### config.mk
export PLATFORM = sky130hd
export DESIGN_NAME = if_id_queue
export DESIGN_NICKNAME = d
export VERILOG_FILES = /design/src/rtl/if_id_queue.sv
export SDC_FILE = /design/constraint.sdc
export NUM_CORES = 1
export LEC_CHECK = 0
export CORE_UTILIZATION = 59
export DETAILED_ROUTE_END_ITERATION = 16
export PLACE_DENSITY_LB_ADDON = 0.2
export SLEW_MARGIN = 5
export SYNTH_ARGS = -nofsm -noshare
export SYNTH_HDL_FRONTEND = slang
export SYNTH_SLANG_ARGS = --single-unit
### constraint.sdc
create_clock -name clk -period 4.52 [get_ports clk]
set_input_delay 0.904 -clock clk [delete_from_list [all_inputs] [get_ports clk]]
set_output_delay 0.904 -clock clk [all_outputs]
set_load 0.02 [all_outputs]
### src/rtl/if_id_queue.sv
// if_id_queue: DEPTH-entry circular FIFO of {pc, inst} pairs between fetch and decode.
// Define IFID_BYPASS_EN to forward fetch straight to decode while the queue is empty.
module if_id_queue #(
    parameter int ADDR_W = 32,
    parameter int INST_W = 32,
    parameter int DEPTH  = 4
) (
    input  logic                         clk,
    input  logic                         rst,
    input  logic                         branch_interception,
    input  logic                         if_valid,
    output logic                         if_ready,
    input  logic [ADDR_W-1:0]            if_pc,
    input  logic [INST_W-1:0]            if_inst,
    output logic                         id_valid,
    input  logic                         id_ready,
    output logic [ADDR_W-1:0]            id_pc,
    output logic [INST_W-1:0]            id_inst,
    output logic [$clog2(DEPTH+1)-1:0]   occupancy
);

    localparam int PTR_W = $clog2(DEPTH);
    localparam int CNT_W = $clog2(DEPTH + 1);
    localparam logic [CNT_W-1:0] FULL_CNT  = CNT_W'(DEPTH);
    localparam logic [CNT_W-1:0] EMPTY_CNT = {CNT_W{1'b0}};
    localparam logic [CNT_W-1:0] CNT_ONE   = CNT_W'(1);
    localparam logic [PTR_W-1:0] PTR_ZERO  = {PTR_W{1'b0}};

    logic [ADDR_W-1:0] mem_pc_r   [DEPTH];
    logic [INST_W-1:0] mem_inst_r [DEPTH];
    logic [PTR_W-1:0]  rd_ptr_r;
    logic [PTR_W-1:0]  wr_ptr_r;
    logic [CNT_W-1:0]  count_r;

    logic              full_s;
    logic              empty_s;
    logic              push_s;
    logic              pop_s;
`ifdef IFID_BYPASS_EN
    logic              bypass_s;
`endif

    // Pointers are power-of-two sized, so wrap from DEPTH-1 to 0 is natural overflow.
    function automatic logic [PTR_W-1:0] ptr_next(input logic [PTR_W-1:0] ptr);
        ptr_next = ptr + PTR_W'(1);
    endfunction

    // Handshake decode and head presentation.
    always_comb begin
        full_s    = (count_r == FULL_CNT);
        empty_s   = (count_r == EMPTY_CNT);
        if_ready  = !full_s;
        occupancy = count_r;
        id_valid  = 1'b0;
        id_pc     = {ADDR_W{1'b0}};
        id_inst   = {INST_W{1'b0}};
`ifdef IFID_BYPASS_EN
        bypass_s = empty_s && if_valid && !branch_interception;
        if (branch_interception) begin
            id_valid = 1'b0;
        end else if (bypass_s) begin
            id_valid = 1'b1;
            id_pc    = if_pc;
            id_inst  = if_inst;
        end else if (!empty_s) begin
            id_valid = 1'b1;
            id_pc    = mem_pc_r[rd_ptr_r];
            id_inst  = mem_inst_r[rd_ptr_r];
        end else begin
            id_valid = 1'b0;
        end
        // A bypassed pair taken by decode in the same cycle never touches storage.
        push_s = if_valid && !full_s && !branch_interception && !(bypass_s && id_ready);
        pop_s  = !empty_s && id_ready && !branch_interception;
`else
        if (!empty_s) begin
            id_valid = 1'b1;
            id_pc    = mem_pc_r[rd_ptr_r];
            id_inst  = mem_inst_r[rd_ptr_r];
        end else begin
            id_valid = 1'b0;
        end
        push_s = if_valid && !full_s && !branch_interception;
        pop_s  = !empty_s && id_ready && !branch_interception;
`endif
    end

    // Pointer and count update; reset and flush both empty the queue.
    always_ff @(posedge clk) begin
        if (rst) begin
            rd_ptr_r <= PTR_ZERO;
            wr_ptr_r <= PTR_ZERO;
            count_r  <= EMPTY_CNT;
        end else if (branch_interception) begin
            rd_ptr_r <= PTR_ZERO;
            wr_ptr_r <= PTR_ZERO;
            count_r  <= EMPTY_CNT;
        end else begin
            if (push_s) begin
                wr_ptr_r <= ptr_next(wr_ptr_r);
            end
            if (pop_s) begin
                rd_ptr_r <= ptr_next(rd_ptr_r);
            end
            case ({push_s, pop_s})
                2'b10:   count_r <= count_r + CNT_ONE;
                2'b01:   count_r <= count_r - CNT_ONE;
                default: count_r <= count_r;
            endcase
        end
    end

    // Entry storage; contents are don't-care until written, so no reset.
    always_ff @(posedge clk) begin
        if (push_s) begin
            mem_pc_r[wr_ptr_r]   <= if_pc;
            mem_inst_r[wr_ptr_r] <= if_inst;
        end
    end

endmodule
# Yosys cells after proc, flatten, opt, wreduce, memory -nomap -nowiden
# Memory sizes are Yosys's and may differ from the RTL's. A register that Yosys moved wholly into a read port is not among the register bits.
# Index checks and enable logic that the tools add are counted.
[classes]
reduce_logical = 10
n_eq_ne = 3
n_mux = 10
n_addsub = 4
[ops]
columns = ["cell", "n"]
rows = [
  ["$mux 32", 2],
  ["$mux 2", 4],
  ["$pmux 3 s2", 1],
  ["$add 2x1->2 const B", 2],
  ["$logic_and 1x1->1", 4],
  ["$add 3x1->3 const B", 1],
  ["$eq 3x3->1 const B", 1],
  ["$logic_not 1->1", 3],
  ["$logic_not 3->1", 1],
  ["$mux 1", 3],
  ["$sub 3x1->3 const B", 1],
  ["$eq 2x1->1 const B", 1],
  ["$eq 2x2->1 const B", 1],
  ["$reduce_bool 2->1", 1],
  ["$reduce_or 2->1", 1],
]
[word_totals]
ram_bits = 256
in_bits = 69
word_cells = 32
regBits = 7
output_inout_bits = 69
n_memories = 2
[mem_list]
columns = ["memory", "words", "word_bits", "rd", "rd_clocked_by_memory_dff", "write_ports", "line_no", "rtl"]
rows = [
  ["mem_inst_r", 4, 32, 1, 1, 1, "30", "logic [INST_W-1:0] mem_inst_r [DEPTH];"],
  ["mem_pc_r", 4, 32, 1, 1, 1, "29", "logic [ADDR_W-1:0] mem_pc_r [DEPTH];"],
]

# Logic depth before layout (Yosys ltp)
[logic_depth]
word_depth = 6
depth_mapped = 10
mapped_depth_nobuf = 9

# Least setup slack after synthesis
# Ideal clock, no wire load.
[synth_timing]
kind = "input to register"
start = "in if_valid"
end = "mem mem_inst_r[0][0] (enable)"
t_required_ns = 4.091
cell_stages = 2
setup_slack_ns = 1.274
arrival_ns = 2.817
setup_ns = 0.429
n_path_buf = 0
path_cell_list = "nor2b_1 -> and3_1"
[synth_via]
elab_chain_cells = 4
[synth_rtl]
columns = ["item", "line_no", "rtl"]
rows = [
  ["start, declared", "11", "input logic if_valid,"],
  ["$logic_and 1x1->1 (2 in series)", "83", "push_s = if_valid && !full_s && !branch_interception;"],
  ["$mux 1", "115", "if (push_s) begin"],
  ["$mux 1 (implied by the code)", "117", "mem_inst_r[wr_ptr_r] <= if_inst;"],
  ["end, declared", "30", ""],
]
# Every way passes these cells.

==> metrics.md <==
| Metric | Value |
|---|---|
| Top cell type's share of synthesized area | 75.1% |
| Ys async rst share | 0% |
| Max VDD drop | 0.000333 V |
| Core area | 16800 sq um |
| ANT nets after route | 0 |
| Power Density | 407 nW/um^2 |
| Worst-Margin Slew | 1.19 ns |
| Syn Nets | 535 |
| DRC errors left | 0 |
| 1st-iter DRT viols | 389 |
| Hpwl dp | 9710 microns |
| GRT Resource Usage Total | 20.4% |
| Detailed-route via count | 4837 |
| Hold buffers post-CTS | 0 |
| Setup crit end kind | primary output |
| CP delay by family, top | buffers and inverters |
| Post_cts resized | 0 |
| Final Skew | 0.00988 ns |
| Root buffer cell | clkbuf_16 |
| Distinct cells, synth | 29 |
| Layout cell share with drive strength beyond 1 | 17.8% |
| Synth top area cells | edfxtp_1 (75%), mux4_2 (13%), and2_1 (3.9%), dfxtp_1 (1.8%), buf_12 (1.2%) |
| Outcome | finished clean |
| Setup TNS | 0 ns |
| Clk Latency, worst-skew pair | 0.51 ns |
| Syn. warnings | 0 |
| Die Y | 134 microns |
| Post-synth EDFFs | 256 |
| Area growth, synth to finish | 23.1% |
| Setup Fix Bufs, Post-CTS | 0 |
| Clk buf depth | 3 |
| Crit path time final | 3.84 ns |
| First drt pass iteration count | 5 |
| TritonCTS buffer count | 27 |
| Maxcap violations | 0 |
| I/O pin count | 138 |
| Final Instance Area | 12600 sq um |
| Clk pin slew, worst setup/hold paths | 0.06 ns |
| Initial antenna violation count | 0 |
| Post-DP Area | 11700 sq um |
| Register area share after synthesis | 76.9% |
| Register area | 7880 sq um |
| N_diodes | 0 |
| Die Span X | 134 microns |
| Worst setup path class | reg2out |
| Fmax | 0.260 GHz |
| Final hold violations | 0 |
| Worst Hold Class | reg2reg |
| Final Cycle Share | 85.0% |
| Row Count | 47 |
| H-tree level count | 1 |
| Synthesized area | 10200 sq um |
| Crit-path max cell delay | 0.75 ns |
| CTS tree | built |
| Multi-input combinational cell area | 2160 sq um |
| WP buf/inv | 2 |
| DIE AREA | 17900 sq um |
| Synth Flop Type | edfxtp_1 |
| Synth Area per Inst | 22.3 sq um |
| Crit-path cells | buf_12, mux4_1, and2_1, clkdlybuf4s50_1 |
| Initial Utilization | 61.1% |
| Syn Inst Count | 460 |
| Cell taking the most area after synthesis | edfxtp_1 |
| Slowest CP cell | dfxtp_4 |
| Pins Over Slew Limit | 0 |
| Largest net degree at the start of global routing | 66 |
| Filler Cell Count | 941 |
| Final setup violation count | 0 |
| Setup crit start kind | register |
| Leakage | 3.98 nW |
| Port bufs | 137 |
| CP arrival | 2.94 ns |
| Crit-path max FO | 29 |
| Required time of the worst setup path | 3.62 ns |
| Routability congestion estimate | 0.706 |
| Layout Nets | 680 |
| GRT overflow | 0 |
| RSZ-0062 raised after global routing | false |
| WL per Instance | 21.2 microns |
| First-pass GRT wire length | 27300 microns |
| Max_slew headroom | 20.5% |
| Routed WL | 17900 microns |
| Clock sinks | 265 |
| Vias in the first global route | 5042 |
| Vias/cell | 5.72 |
| Yosys reg bits | 265 |
-- cell type report --
type / count / area share [%]
multi-input cells: 166 / 17.2
well taps: 220 / 2.18
clock inverters: 15 / 1.22
inverters: 6 / 0.179
repair buffers: 139 / 11.1
flip-flops and latches: 265 / 62.5
clock buffers: 34 / 5.65
-- report_power, final --
part	internal, mW	switching (mW)	total (mW)
Clock	1.28	0.863	2.15
Sequential	2.73	0.0103	2.74
Combinational	0.126	0.109	0.235
Total	4.14	0.982	5.12
-- cells by family (layout without fill, tap and decap cells) --
group           Yosys count  count (layout)  share of synthesized area, %
xor+xnor                  4               4                         0.342
compound gates            8               8                         0.550
mux                      64              64                          14.2
fa+ha+maj                 6               6                         0.807
simple gates             84              84                          4.97
flops                   265             265                          76.9
buf+inv                  29             194                          2.25
-- metrics by stage --
stage               setup WS (ns)  hold slack [ns]  power (mW)  util (%)  instances
finish                      0.679            0.534        5.12      75.2        845
global route                0.499            0.567        5.27      75.2        845
CTS                         0.593            0.531        5.15      75.2        845
detailed placement           1.16            0.510        3.03      70.0        796
global placement             1.15            0.499        3.02      70.0        796
floorplan                    1.27            0.485        2.89         -        460
-- cell usage after synthesis (2+ instances only) --
master	number
buf_12	6
buf_2	6
inv_1	6
xor2_1	4
dfxtp_1	9
or3_1	2
mux4_1	4
and2_1	64
edfxtp_1	256
nor2_1	8
buf_6	2
and3_1	4
mux4_2	60
clkbuf_1	8
a21oi_1	3
ha_1	5
-- sequential cells by signal, summed over array words and instances (netlist names), named ones only --
register    flops
wr_ptr_r        2
occupancy       3
mem_pc_r      128
mem_inst_r    128
rd_ptr_r        2
-- path summary, 6_finish.rpt --
kind                            cells past startpoint            to          from  slack (ns)
worst max-delay path                                4   id_inst[31]      register        0.68
worst min-delay path                                2   rd_ptr_r[0]   rd_ptr_r[0]        0.53
worst max register to register                      9  occupancy[2]  occupancy[2]        1.95
worst min register to register                      2   rd_ptr_r[0]   rd_ptr_r[0]        0.53
-- layout by cell type, fill, tap and decap left out, types with 2 or more instances in the layout --
| master | Yosys | final |
|---|---|---|
| clkdlybuf4s50_1 | 0 | 137 |
| and2_1 | 64 | 64 |
| dfxtp_4 | 0 | 2 |
| mux4_2 | 60 | 60 |
| ha_1 | 5 | 5 |
| inv_1 | 6 | 6 |
| mux4_1 | 4 | 4 |
| clkinvlp_4 | 0 | 2 |
| clkbuf_1 | 8 | 6 |
| clkinv_1 | 0 | 4 |
| xor2_1 | 4 | 4 |
| bufinv_16 | 0 | 3 |
| and3_4 | 0 | 4 |
| clkbuf_16 | 0 | 27 |
| clkinv_2 | 0 | 5 |
| a21oi_1 | 3 | 3 |
| edfxtp_1 | 256 | 256 |
| nor2_1 | 8 | 8 |
| dfxtp_1 | 9 | 7 |
-- tightest hold or removal path, cell delays in order (launching register included) --
cell     delay (ns)
dfxtp_1        0.34
xor2_1         0.08
nor2_1         0.08
-- layer usage --
layer | track usage, % | up-vias | wire length, microns | part of all wire [%]
met5 | 0 | - | 0 | 0
met4 | 5.56 | 0 | 247 | 1.4
met3 | 3.81 | 24 | 953 | 5.3
met2 | 34.0 | 152 | 9140 | 51
met1 | 28.2 | 2506 | 7550 | 42
li1 | - | 2155 | - | -
Power figures use the tool's default switching activity.
